### config.mk
export PLATFORM = sky130hd
export DESIGN_NAME = cordic_post_scale
export DESIGN_NICKNAME = d
export VERILOG_FILES = /design/src/rtl/cordic_post_scale_pkg.sv /design/src/rtl/cordic_post_scale_delay_line.sv /design/src/rtl/cordic_post_scale.sv
export SDC_FILE = /design/constraint.sdc
export NUM_CORES = 1
export LEC_CHECK = 0
export ABC_AREA = 0
export CORE_MARGIN = 3
export CORE_UTILIZATION = 50
export DETAILED_ROUTE_END_ITERATION = 10
export PLACE_DENSITY = 0.84
export SYNTH_ARGS = -nofsm -noshare
export SYNTH_HDL_FRONTEND = slang
export SYNTH_HIERARCHICAL = 1
export SYNTH_SLANG_ARGS = --single-unit
### constraint.sdc
create_clock -name clk -period 3.63 [get_ports clk]
set_input_delay 0.5445 -clock clk [delete_from_list [all_inputs] [get_ports clk]]
set_output_delay 0.5445 -clock clk [all_outputs]
set_load 0.03 [all_outputs]
### src/rtl/cordic_post_scale_pkg.sv
// Shared constants for the CORDIC post-scale stage: default widths, the 1/K shift-add list
// and the pi phase constant.
package cordic_post_scale_pkg;

  localparam int unsigned DEF_WORD_WIDTH  = 16;
  localparam int unsigned DEF_PHASE_WIDTH = 16;
  localparam int unsigned DEF_ITERATIONS  = 16;
  localparam int unsigned DEF_GUARD_BITS  = 16;

  // 1/K ~= 2^-1 + 2^-3 - 2^-6 - 2^-9 - 2^-12 + 2^-14 + 2^-16 = 0.60725403
  localparam int unsigned INVK_SH_P1  = 1;
  localparam int unsigned INVK_SH_P3  = 3;
  localparam int unsigned INVK_SH_N6  = 6;
  localparam int unsigned INVK_SH_N9  = 9;
  localparam int unsigned INVK_SH_N12 = 12;
  localparam int unsigned INVK_SH_P14 = 14;
  localparam int unsigned INVK_SH_P16 = 16;

  // Phase code for pi: 2^(phase_width-1), the half-scale point of the phase circle.
  function automatic logic [31:0] phase_pi(input int unsigned phase_width);
    return 32'd1 << (phase_width - 1);
  endfunction

endpackage

### src/rtl/cordic_post_scale_delay_line.sv
// Fixed-depth shift register with async active-low reset. The MSB of each word is treated
// as a valid flag; any_vld reports whether any stage currently holds one.
module cordic_post_scale_delay_line #(
  parameter int unsigned WIDTH = 2,
  parameter int unsigned DEPTH = 16
) (
  input  logic             clk,
  input  logic             rst,
  input  logic [WIDTH-1:0] din,
  output logic [WIDTH-1:0] dout,
  output logic             any_vld
);

  logic [DEPTH-1:0][WIDTH-1:0] sr_q;

  always_ff @(posedge clk or negedge rst) begin
    if (!rst) begin
      sr_q <= '0;
    end else begin
      sr_q[0] <= din;
      for (int i = 1; i < int'(DEPTH); i++) begin
        sr_q[i] <= sr_q[i-1];
      end
    end
  end

  always_comb begin
    any_vld = 1'b0;
    for (int i = 0; i < int'(DEPTH); i++) begin
      any_vld = any_vld | sr_q[i][WIDTH-1];
    end
  end

  assign dout = sr_q[DEPTH-1];

endmodule

### src/rtl/cordic_post_scale.sv
// CORDIC post-scale: removes the CORDIC gain from x with a shift-add network and
// quadrant-corrects z. Define CORDIC_POST_SCALE_ROUND_EN for round-half-up on the magnitude.
module cordic_post_scale
  import cordic_post_scale_pkg::*;
#(
  parameter int unsigned WORD_WIDTH  = DEF_WORD_WIDTH,
  parameter int unsigned PHASE_WIDTH = DEF_PHASE_WIDTH,
  parameter int unsigned ITERATIONS  = DEF_ITERATIONS,
  parameter int unsigned GUARD_BITS  = DEF_GUARD_BITS
) (
  input  logic                   clk,
  input  logic                   rst,
  input  logic                   vld_in,
  input  logic                   flip_in,
  input  logic [WORD_WIDTH-1:0]  x_in,
  input  logic [PHASE_WIDTH-1:0] z_in,
  output logic [WORD_WIDTH-1:0]  mag_out,
  output logic [PHASE_WIDTH-1:0] phase_out,
  output logic                   out_valid,
  output logic                   busy
);

  localparam int unsigned ACC_WIDTH = WORD_WIDTH + GUARD_BITS + 1;
  localparam logic [PHASE_WIDTH-1:0] PHASE_PI = PHASE_WIDTH'(phase_pi(PHASE_WIDTH));
`ifdef CORDIC_POST_SCALE_ROUND_EN
  localparam logic signed [ACC_WIDTH-1:0] ROUND_HALF = ACC_WIDTH'(1) << (GUARD_BITS - 1);
`endif

  // Entry-side {vld, flip} travels alongside the rotator chain.
  logic [1:0] dly_tap;
  logic       dly_any;
  logic       dly_vld;
  logic       dly_flip;

  cordic_post_scale_delay_line #(
    .WIDTH (2),
    .DEPTH (ITERATIONS)
  ) u_delay_line (
    .clk     (clk),
    .rst     (rst),
    .din     ({vld_in, flip_in}),
    .dout    (dly_tap),
    .any_vld (dly_any)
  );

  assign dly_vld  = dly_tap[1];
  assign dly_flip = dly_tap[0];

  // Stage A
  logic [WORD_WIDTH-1:0]         x_pos;
  logic signed [ACC_WIDTH-1:0]   xa_d, pa_d;
  logic signed [ACC_WIDTH-1:0]   xa_q, pa_q;
  logic [PHASE_WIDTH-1:0]        za_q;
  logic                          flipa_q, vlda_q;

  // Negative x is a rounding artefact of the rotators; treat it as zero magnitude.
  assign x_pos = x_in[WORD_WIDTH-1] ? '0 : x_in;
  assign xa_d  = $signed({x_pos[WORD_WIDTH-1], x_pos, {GUARD_BITS{1'b0}}});
  assign pa_d  = (xa_d >>> INVK_SH_P1) + (xa_d >>> INVK_SH_P3) - (xa_d >>> INVK_SH_N6);

  always_ff @(posedge clk or negedge rst) begin
    if (!rst) begin
      xa_q    <= '0;
      pa_q    <= '0;
      za_q    <= '0;
      flipa_q <= 1'b0;
      vlda_q  <= 1'b0;
    end else begin
      vlda_q <= dly_vld;
      if (dly_vld) begin
        xa_q    <= xa_d;
        pa_q    <= pa_d;
        za_q    <= z_in;
        flipa_q <= dly_flip;
      end
    end
  end

  // Stage B, folded into the output register
  logic signed [ACC_WIDTH-1:0] acc, acc_rnd;
  logic [WORD_WIDTH-1:0]       mag_d;
  logic [PHASE_WIDTH-1:0]      phase_d;
  logic                        unused_acc;

  always_comb begin
    acc = pa_q - (xa_q >>> INVK_SH_N9) - (xa_q >>> INVK_SH_N12)
               + (xa_q >>> INVK_SH_P14) + (xa_q >>> INVK_SH_P16);
`ifdef CORDIC_POST_SCALE_ROUND_EN
    acc_rnd = acc + ROUND_HALF;
`else
    acc_rnd = acc;
`endif
  end

  assign mag_d      = acc_rnd[GUARD_BITS +: WORD_WIDTH];
  assign unused_acc = ^{acc_rnd[GUARD_BITS-1:0], acc_rnd[ACC_WIDTH-1]};
  // Adding pi wraps naturally modulo the phase width.
  assign phase_d    = za_q + (flipa_q ? PHASE_PI : '0);

  logic [WORD_WIDTH-1:0]  mag_q;
  logic [PHASE_WIDTH-1:0] phase_q;
  logic                   out_valid_q;

  always_ff @(posedge clk or negedge rst) begin
    if (!rst) begin
      mag_q       <= '0;
      phase_q     <= '0;
      out_valid_q <= 1'b0;
    end else begin
      out_valid_q <= vlda_q;
      if (vlda_q) begin
        mag_q   <= mag_d;
        phase_q <= phase_d;
      end
    end
  end

  assign mag_out   = mag_q;
  assign phase_out = phase_q;
  assign out_valid = out_valid_q;
  assign busy      = dly_any | vlda_q | out_valid_q;

endmodule

==> results.yml <==
pwr:
  power_mw: 9.951
  ir_worst_vdd_v: 0.0005982
  p_leak_nw: 5.243
  p_per_area_nw_per_um2: 917.8
finish:
  fin_cells: 1182
  drive_above_1_share: 0.2774
  antenna_cells: 0
  regArea_sq_um: 2983
  nFillCells: 1086
  multi_input_area_sq_um: 4918
  syn2layout_area_growth_pct: 33.10
  final_nets: 1117
sta:
  hold_violations: 0
  grt_setup_unrepaired: "yes"
  fin_crit_sh: 1.078
  worst_slack_ns: -0.2818
  fin_crit_ns: 3.912
  worst_pin_slew_ns: 0.8040
  skew_ns: 0.006674
  slew_violations: 0
  clock.fmax_mhz: 255.6
  slew_headroom: 0.4640
  setup_viol: 16
  whs_ns: 0.1781
logic_synthesis:
  synth_async_sr_flop_share: 1.000
  seq_area_frac_synth: 0.3655
  yosysTopAreaCell: "dfrtp_1"
  ys.flop_type: "dfrtp_1"
  synthDistinctLibCells: 63
  synthCells: 780
  syn_nets: 944
  synth_top_area_frac: 0.3655
  synth-seq-cells: 119
  syn_avg_cell_area_sq_um: 10.44
  yosysWarnings: 6
  yosysMostFrequentCell: "inv_1"
  synth_top_cells_by_count: "inv_1 (131), dfrtp_1 (119), ha_1 (89)"
  syn_area_sq_um: 8147
  synth-edff-count: 0
  synth.area.top_cells: "dfrtp_1 (37%), ha_1 (14%), fa_1 (9.6%)"
place:
  gp_congestion: 0.9034
  io_buffers: 69
  hpwlAfterDp_mm: 13.49
  dp.cells: 1130
clock_network:
  cts.sinks: 119
  insertion_delay_ns: 0.42
  cts-buffers-inserted: 17
  clockRootBuffer: "clkbuf_16"
  holdBufCountCts: 0
  clk_pin_slew_ns: 0.05
  cts.htree.levels: 4
  cts_buffer_depth: 2
  cts_tree: "built"
grt:
  track_usage: 0.2336
  grt_max_degree: 73
  grt_pass1_wl_mm: 33.54
  grt_pass1_vias: 6650
  antenna_found_initial: 0
  globalRouteOverflowTotal: 0
route:
  drt-wirelength-per-cell_um: 17.05
  drc: 0
  dr_total_vias: 6414
  ant_nets: 0
  via_per_inst: 5.426
  drt_iter0_drc: 650
  dr.pass1.iters: 5
  wl_mm: 20.15
setup_path:
  critPathTopFamily: "adder cells"
  reg2reg_depth: 14
  reg2reg_to: "mag_out[12]$_DFFE_PN0P_"
  cp.arrival_ns: 4.20
  r2r_slack_ns: -0.28
  cp-start-kind: "flip-flop"
  crit_slowest_cell: "fa_1"
  endpoint_kind: "flip-flop"
  critical_path_buf_inv_count: 4
  critical-path-max-stage-delay_ns: 0.52
  required_ns: 3.92
  path_cells: "buf_6 > buf_4 > fa_1 > inv_1 > fa_1 > ha_1 > ha_4 > buf_4 > nand2_1 > or3_1 > nor2_2 > a211oi_4 > xnor2_2 > mux2_4"
  r2r-start: "xa_q[25]$_DFFE_PN0P_"
  cp_max_fo: 5
  critPathKind: "flip-flop to flip-flop"
floorplanning:
  coreArea_sq_um: 15940
  die_x_um: 133.6
  fp.dieH_um: 133.6
  die-area_sq_um: 17860
  pin_count: 70
  num_rows: 46
  start_util: 0.5110
outcome:
  failed_checks: "setup timing"
  status: "finished, violations left"
min_path:
  hold_path.class: "input port to async pin"
flow_run:
  drv_cap: 0
## per-layer routing
metal | vias up | share of wire | GRT usage
met1 | 3140 | 0.43 | 0.3090
met5 | - | 0 | 0
met3 | 53 | 0.043 | 0.04003
li1 | 2991 | - | -
met2 | 230 | 0.50 | 0.3916
met4 | 0 | 0.027 | 0.08057
## placed cells by master (no fill, tap or decap), types with 3 or more instances in the layout
cell type	netlist	routed
o31ai_1	5	4
clkbuf_8	0	3
nand4_1	16	16
nand2_1	43	41
xnor2_1	18	17
mux2_4	1	6
nor2_1	22	20
buf_4	2	107
a211oi_2	5	3
fa_1	39	38
inv_2	0	9
o21a_1	5	5
clkinv_2	0	3
nor3_1	5	4
o211ai_1	7	7
nand3_1	10	9
clkdlybuf4s50_1	0	67
a21oi_1	42	33
mux2i_1	9	9
or3_1	5	4
clkinvlp_4	0	3
inv_1	131	122
xor2_1	12	11
nand2b_1	16	14
mux2_2	46	41
a21o_1	23	23
clkbuf_16	0	17
ha_1	89	78
o21ai_0	28	27
dfrtp_1	119	115
o21ai_4	0	3
ha_4	0	10
a21oi_2	2	9
nor4_1	5	5
dfrtp_2	0	4
buf_6	1	7
## registers in the layout, summed over array words and instances, names as in the netlist
register,count
out_valid,1
xa_q,14
flipa_q,1
mag_out,16
vlda_q,1
phase_out,16
u_delay_line/sr_q,30
pa_q,22
za_q,16
u_delay_line/dout,2
## power breakdown
| part | internal, mW | leakage [nW] | switching (mW) |
|---|---|---|---|
| logic | 3.02 | 3.55 | 3.48 |
| clock network | 1.06 | 0.285 | 0.612 |
| registers | 1.60 | 1.40 | 0.175 |
## worst max-delay path by stage
stage | startpoint | endpoint | slack, ns | cells after the start
floorplan | xa_q[25]$_DFFE_PN0P_ | mag_out[10]$_DFFE_PN0P_ | -0.06 | 15
global placement | xa_q[23]$_DFFE_PN0P_ | mag_out[10]$_DFFE_PN0P_ | -0.19 | 14
detailed placement | xa_q[21]$_DFFE_PN0P_ | mag_out[10]$_DFFE_PN0P_ | -0.32 | 13
CTS | xa_q[25]$_DFFE_PN0P_ | mag_out[10]$_DFFE_PN0P_ | -0.34 | 15
global route | xa_q[25]$_DFFE_PN0P_ | mag_out[12]$_DFFE_PN0P_ | -0.40 | 14
finish | xa_q[25]$_DFFE_PN0P_ | mag_out[12]$_DFFE_PN0P_ | -0.28 | 14
## area by class of cell
class	count	area share
Multi-Input combinational cell	501	0.4536
Sequential cell	119	0.2751
Timing Repair Buffer	183	0.1462
Inverter	131	0.04535
Tap cell	216	0.02492
Clock inverter	11	0.01142
Clock buffer	21	0.04339
## kinds of logic after synthesis
| group | share of synthesized area |
|---|---|
| AND/OR/NAND/NOR | 0.08401 |
| multiplexers | 0.07649 |
| flip-flops | 0.3655 |
| buffers and inverters | 0.07679 |
| AO/OA/AOI/OAI | 0.1324 |
| adder cells (fa/ha/maj) | 0.2325 |
| XOR/XNOR | 0.03225 |
## metrics by stage
step                TNS [ns]  setup slack, ns  utilization  cell area, sq um
global route          -5.263          -0.4020       0.6801             10840
finish                -3.058          -0.2818       0.6801             10840
global placement      -1.874          -0.1879       0.6112              9744
floorplan           -0.06067         -0.06067            -              8200
CTS                   -2.510          -0.3363       0.6756             10770
detailed placement    -4.146          -0.3190       0.6112              9744
## timing repair
| item | in CTS | in global routing |
|---|---|---|
| pin swaps | 52 | 14 |
| hold endpoints to repair | 0 | 0 |
| resized for setup | 55 | 15 |
| endpoints found under the setup margin | 16 | 18 |
| buffers inserted | 18 | 3 |
(Power assumes the default switching activity.)
